### src/rtl/key_matrix_scan.sv
// 4x4 active-low key matrix scanner: drives one row at a time, assembles whole-matrix
// frames, debounces them over consecutive frames and reports single-key presses.
module key_matrix_scan #(
   parameter int SCAN_DIV     = 50000,
   parameter int DEBOUNCE_CNT = 5
) (
   input  logic       clk,
   input  logic       RST,
   output logic [3:0] ROW,
   input  logic [3:0] COL,
   output logic [3:0] key_code,
   output logic       key_valid,
   output logic       key_down
);

   localparam int SW = $clog2(SCAN_DIV);
   localparam int CW = $clog2(DEBOUNCE_CNT + 1);
   localparam logic [SW-1:0] SLOT_LAST = SW'(SCAN_DIV - 1);
   localparam logic [CW-1:0] CNT_MAX   = CW'(DEBOUNCE_CNT);

   localparam logic [1:0] IDLE = 2'd0;
   localparam logic [1:0] HELD = 2'd1;
   localparam logic [1:0] LOCK = 2'd2;

   logic [SW-1:0] slot_cnt;
   logic [1:0]    row_idx;
   logic [15:0]   frame_buf;
   logic [15:0]   last_frame;
   logic [CW-1:0] stable_cnt;
   logic [15:0]   debounced;
   logic [1:0]    state;

   logic          slot_end;
   logic          frame_end;
   logic [15:0]   full_frame;
   logic          same_frame;
   logic          saturated;
   logic [CW-1:0] next_cnt;
   logic          accept;
   logic          one_hot;
   logic [3:0]    key_idx;

   assign ROW        = ~(4'b0001 << row_idx);
   assign slot_end   = (slot_cnt == SLOT_LAST);
   assign frame_end  = slot_end && (row_idx == 2'd3);
   assign full_frame = {~COL, frame_buf[11:0]};
   assign same_frame = (full_frame == last_frame);
   assign saturated  = (stable_cnt == CNT_MAX);
   assign key_down   = (state == HELD);

   // A saturated run keeps its count and must not re-accept the pattern.
   always_comb begin
      next_cnt = CW'(1);
      if (same_frame) begin
         next_cnt = saturated ? stable_cnt : stable_cnt + CW'(1);
      end
      accept = (next_cnt == CNT_MAX) && !(same_frame && saturated);
   end

   always_comb begin
      one_hot = (debounced != 16'd0) && ((debounced & (debounced - 16'd1)) == 16'd0);
      key_idx = 4'd0;
      for (int k = 0; k < 16; k++) begin
         if (debounced[k]) key_idx = 4'(k);
      end
   end

   // Row scan: columns are sampled at the last cycle of each slot, giving settle time.
   always_ff @(posedge clk) begin
      if (RST) begin
         slot_cnt  <= '0;
         row_idx   <= 2'd0;
         frame_buf <= 16'd0;
      end else begin
         if (slot_end) begin
            slot_cnt                  <= '0;
            row_idx                   <= row_idx + 2'd1;
            frame_buf[4*row_idx +: 4] <= ~COL;
         end else begin
            slot_cnt <= slot_cnt + SW'(1);
         end
      end
   end

   always_ff @(posedge clk) begin
      if (RST) begin
         last_frame <= 16'd0;
         stable_cnt <= '0;
         debounced  <= 16'd0;
      end else if (frame_end) begin
         last_frame <= full_frame;
         stable_cnt <= next_cnt;
         if (accept) debounced <= full_frame;
      end
   end

   // Events fire only from IDLE, so held keys never repeat and multi-presses need a full release.
   always_ff @(posedge clk) begin
      if (RST) begin
         state     <= IDLE;
         key_code  <= 4'd0;
         key_valid <= 1'b0;
      end else begin
         key_valid <= 1'b0;
         case (state)
            IDLE: begin
               if (one_hot) begin
                  key_code  <= key_idx;
                  key_valid <= 1'b1;
                  state     <= HELD;
               end else if (debounced != 16'd0) begin
                  state <= LOCK;
               end
            end
            HELD, LOCK: begin
               if (debounced == 16'd0) state <= IDLE;
            end
            default: state <= IDLE;
         endcase
      end
   end

endmodule

### config.mk
export PLATFORM = sky130hd
export DESIGN_NAME = key_matrix_scan
export DESIGN_NICKNAME = d
export VERILOG_FILES = /design/src/rtl/key_matrix_scan.sv
export SDC_FILE = /design/constraint.sdc
export NUM_CORES = 1
export LEC_CHECK = 0
export ABC_AREA = 1
export CAP_MARGIN = 15
export CORE_UTILIZATION = 48
export DETAILED_ROUTE_END_ITERATION = 16
export GPL_TIMING_DRIVEN = 0
export HOLD_SLACK_MARGIN = 0.08
export PLACE_DENSITY = 0.65
export RECOVER_POWER = 25
export SLEW_MARGIN = 0
export SYNTH_ARGS = -nofsm -noshare
export SYNTH_HDL_FRONTEND = slang
export SYNTH_SLANG_ARGS = --single-unit
### constraint.sdc
create_clock -name clk -period 2.8 [get_ports clk]
set_clock_uncertainty 0.2 [all_clocks]
set_input_delay 0.7 -clock clk [delete_from_list [all_inputs] [get_ports clk]]
set_output_delay 0.7 -clock clk [all_outputs]
set_load 0.03 [all_outputs]
# Yosys cells after proc, flatten, opt, wreduce, memory -nomap -nowiden
# Cells that the tools add are included.
word_totals:
  reg_bits: 76
  word_cells: 68
  inputBits: 6
  output_inout_bits: 10
classes:
  n_eq_ne: 9
  shift: 3
  n_mux: 23
  n_reduce_logical: 15
  bitwise: 4
  n_addsub: 5
op_table:
  columns: ["op", "count"]
  rows:
  - ["$mux W4", 14]
  - ["$neg A4 Y34", 1]
  - ["$shift A4 B34 Y16 const A", 1]
  - ["$shiftx A4 B34 Y16", 1]
  - ["$logic_not A16 Y1", 2]
  - ["$add A16 B1 Y16 const B", 1]
  - ["$and A16 B16 Y16", 1]
  - ["$bwmux W16", 1]
  - ["$eq A16 B16 Y1", 1]
  - ["$eq A16 B16 Y1 const B", 1]
  - ["$reduce_bool A16 Y1", 1]
  - ["$sub A16 B1 Y16 const B", 1]
  - ["$not A4 Y4", 2]
  - ["$eq A3 B3 Y1 const B", 2]
  - ["$mux W2", 3]
  - ["$mux W3", 2]
  - ["$reduce_and A2 Y1", 3]
  - ["$reduce_or A2 Y1", 3]
  - ["$eq A2 B2 Y1 const B", 2]
  - ["$logic_and A1 B1 Y1", 4]
  - ["$pmux W2 S2", 1]
  - ["$shl A1 B2 Y4 const A", 1]
  - ["$add A3 B1 Y3 const B", 1]
  - ["$ne A3 B3 Y1 const B", 1]
  - ["7 further kinds", 8]

# Logic depth before layout (Yosys ltp)
logic_depth:
  ltp_word: 15
  ltp_mapped: 15
  mapped_depth_nobuf: 15

# Least setup slack after synthesis
# OpenSTA, ideal clock, no wires.
synth_timing:
  kind: "input to register"
  startpoint: "input port COL[3]"
  endpoint: "register debounced[5]"
  path_buffers: 1
  setup_slack_ps: 661
  t_required_ps: 2488
  t_arrival_ps: 1827
  setup_time_ps: 112
  stages: 10
  path_cell_list: "nand2_1 -> inv_1 -> nor3_1 -> and3_1 -> nand3_2 -> nand2_1 -> nor2_4 -> buf_12 -> nor2_2 -> nor2_1"
synth_via:
  elab_chain_len: 6
  elab_cells_between_ends: 8
  classes_between: "eq/ne (2); mux (1); bitwise (1); reduce/logical (4)"
synth_lines:
  columns: ["item", "line", "rtl"]
  rows:
  - ["start, declared", "10", "input logic [3:0] COL,"]
  - ["$not A4 Y4 (*)", "46", "assign full_frame = {~COL, frame_buf[11:0]};"]
  - ["$eq A16 B16 Y1 (*)", "47", "assign same_frame = (full_frame == last_frame);"]
  - ["$mux W3 / $logic_and A1 B1 Y1 (equally long branches)", "54, 57", null]
  - ["$eq A3 B3 Y1 / $logic_not A1 Y1 (equally long branches)", "57", "accept = (next_cnt == CNT_MAX) && !(same_frame && saturated);"]
  - ["$logic_and A1 B1 Y1 (*)", "57", null]
  - ["$reduce_and A2 Y1 (no line) (*)", null, null]
  - ["end signal, assigned", "93", "if (accept) debounced <= full_frame;"]
  - ["end, declared", "30", "logic [15:0] debounced;"]
# Mark *: on every way between the ends. The rest lies on a longest branch, timed or not.
# A chain may end at the register's enable or synchronous reset.

# Worst setup path after layout
layout_timing:
  startpoint: "register row_idx[0]"
  endpoint: "output port ROW[3]"
layout_via:
  elab_chain_len: 2
layout_lines:
  columns: ["item", "line", "rtl"]
  rows:
  - ["start, declared", "26", "logic [1:0] row_idx;"]
  - ["start signal, assigned", "77", "row_idx <= row_idx + 2'd1;"]
  - ["$shl A1 B2 Y4", "43", "assign ROW = ~(4'b0001 << row_idx);"]
  - ["$not A4 Y4", "43", null]
  - ["end, declared", "9", "output logic [3:0] ROW,"]
# No other way between the ends.

==> metrics.cfg <==
[run_status]
status = finished clean

[route]
drt-initial-drc-count = 131
via_count = 3455
drc = 0
vias_per_cell = 5.05
drt-total-wl_um = 8520
dr.pass1.iters = 4
ant_nets = 0
wl_per_cell_um = 12.5

[placement]
place_area_um2 = 4100
hpwl_um = 6550
gp_congestion = 0.872
portBuffers = 14

[yosys]
syn_nets = 568
synth_most_common_cell = nand2_1
yosysWarnings = 0
avgSynthCellArea_um2 = 6.95
yosys.area.top_type_share_pct = 37.6
yosysSeqAreaShare_pct = 37.6
async_flop_share_pct = 0
yosysUniqueCellTypes = 38
synth_top_cell_by_area = dfxtp_1
synth_flop_cell = dfxtp_1
synth_edf_count = 0
yosys-top-cells-count = nand2_1 (116), nor2_1 (77), inv_1 (73)
netlist_instances = 552
ys_ff_latch = 72
synth_area_um2 = 3830
synth_area_leaders = dfxtp_1 (38%), nand2_1 (11%), nor2_1 (7.5%), inv_1 (7.1%), a21oi_1 (6.5%)

[clock_tree]
numCtsBuffers = 9
post-cts-setup-buffers = 0
clock-sinks = 72
clock_tree.buffer_depth = 2
clkTransAtPathRegs_ns = 0.07
cts_tree = yes
cts_root_buf = clkbuf_8
cts_max_level = 3
clock_latency_ns = 0.34
cts_hold_buf = 0

[sta]
setup_viol = 0
max_freq_mhz = 367
fin_crit_ns = 2.72
finalHoldViolations = 0
worst_pin_slew_ns = 0.581
rsz0062_at_grt = no
slew_viol_final = 0
holdWs_ns = 0.248
period_share_pct = 97.2
relSlewSlack_pct = 61.3

[global_routing]
grt_pass1_vias = 3280
track_usage_pct = 22.3
grt-ovfl-total = 0
grt_pass1_wl_um = 14800
grt_max_degree = 13
antenna_found_initial = 0

[setup_path]
crit_family = buffers and inverters
worstPathMaxFanout = 6
timing.rr.end = slot_cnt[2]$_SDFF_PP0_
rr_worst_depth = 11
cp_cell_sequence = ha_1, inv_1, clkdlybuf4s50_1
slowest_delay_ns = 0.72
critPathKind = flop to output pin
cp-end-kind = output pin
arrival_ns = 1.82
r2r_start = slot_cnt[0]$_SDFF_PP0_
critical_path_required_ns = 1.90
reg2reg_slack_ns = 0.27
cp_num_buf_inv = 2
slowest_stage = clkdlybuf4s50_1
start_kind = flop

[min_path]
hp-start = slot_cnt[0]$_SDFF_PP0_
hold-path-cell-count = 1
hp-class = flop to flop
hold_end = slot_cnt[0]$_SDFF_PP0_

[layout]
area_delta_synth_final_pct = 13.3
layout.nets = 593
final_area_um2 = 4350
antenna_cells = 0
fillers = 766
drive_gt1_share_pct = 7.73

[power]
p_per_area_nw_per_um2 = 486
ir_drop_v = 0.000234
p_leak_uw = 0.00187

[die]
rows = 32
coreArea_um2 = 7730
die_y_um = 91.4
io_pins = 16
fp.dieArea_um2 = 8350
die_x_um = 91.4
start_util_pct = 49.6

[job]
cap_violations = 0

## layout by cell type, fill, tap and decap left out, types with 9 or more instances in the layout
cell type | synthesis | layout
nand2_1 | 116 | 116
nor2_1 | 77 | 78
inv_1 | 73 | 73
dfxtp_1 | 72 | 72
a21oi_1 | 50 | 50
o21ai_0 | 25 | 25
nand4_1 | 24 | 24
nand3_1 | 17 | 18
a211oi_1 | 13 | 13
clkdlybuf4s50_1 | 0 | 12
clkbuf_1 | 11 | 11
nor2_2 | 11 | 11
clkbuf_8 | 0 | 11
ha_1 | 10 | 10
nor3_1 | 9 | 9
xnor2_1 | 9 | 9
## flip-flops by register name (all words and copies together) (netlist names)
name        count
state           2
key_valid       1
key_code        4
last_frame     16
slot_cnt       16
row_idx         2
frame_buf      12
stable_cnt      3
debounced      16
## stage by stage
stage               worst slack, ns  setup TNS, ns  cells  util, %  total power, uW
finish                       0.0784              0    684     56.3             2110
global route                 0.0143              0    684     56.3             2180
global placement             -0.195          -2.69    668     53.1             1110
CTS                          0.0172              0    684     56.4             2130
floorplan                     0.661              0    552        -             1090
detailed placement           -0.225          -3.09    668     53.1             1110
## worst max-delay path by stage
| stage | cells past startpoint | slack, ns | end | start |
|---|---|---|---|---|
| final | 3 | 0.08 | ROW[3] | row_idx[0]$_SDFFE_PP0P_ |
| after global routing | 3 | 0.01 | ROW[3] | row_idx[0]$_SDFFE_PP0P_ |
| after CTS | 4 | 0.02 | ROW[2] | row_idx[0]$_SDFFE_PP0P_ |
| after detailed placement | 11 | -0.23 | debounced[12]$_SDFFE_PP0P_ | COL[3] |
| after global placement | 11 | -0.20 | debounced[14]$_SDFFE_PP0P_ | COL[3] |
| after floorplan | 10 | 0.66 | debounced[5]$_SDFFE_PP0P_ | COL[3] |
## cell families (layout without fill, tap and decap cells)
kind of cell	count (synthesis)	in the layout	synth area share [%]
adders and majority gates	10	10	3.26
buffers and inverters	89	119	9.27
DFF	72	72	37.6
and+or+nand+nor	274	274	33.4
AOI/OAI and AO/OA	92	92	13.0
xor gates and xnor gates	15	15	3.43
## power breakdown
part / leakage (uW) / total (uW) / switching, uW / internal (uW)
Sequential: 0.000580 / 1030 / 2.27 / 1030
Clock: 0.000126 / 1020 / 383 / 639
Combinational: 0.00116 / 59.0 / 40.2 / 18.8
## routing by layer
layer	GRT usage, %	up-vias	routed length (um)
met5	0	-	0
met4	8.60	0	142
met3	3.27	13	330
met2	36.8	69	3880
met1	29.2	1536	4170
li1	-	1837	-
## area by class of cell
cell class              instances  area (um^2)  area share (%)
plain buffers                  15         77.6            1.78
clock buffers                  11          151            3.48
clock inverters                 5          103            2.36
inverters                      74          278            6.39
multi-input cells             391         2030            46.6
flip-flops and latches         72         1440            33.2
well taps                     102          128            2.94
repair buffers                 14          141            3.25
## repair_timing
item,in CTS,in global routing
setup endpoints to repair,1,8
gates cloned,0,0
pin swaps,0,0
gates resized for setup,1,2
Power figures use the tool's default switching activity.
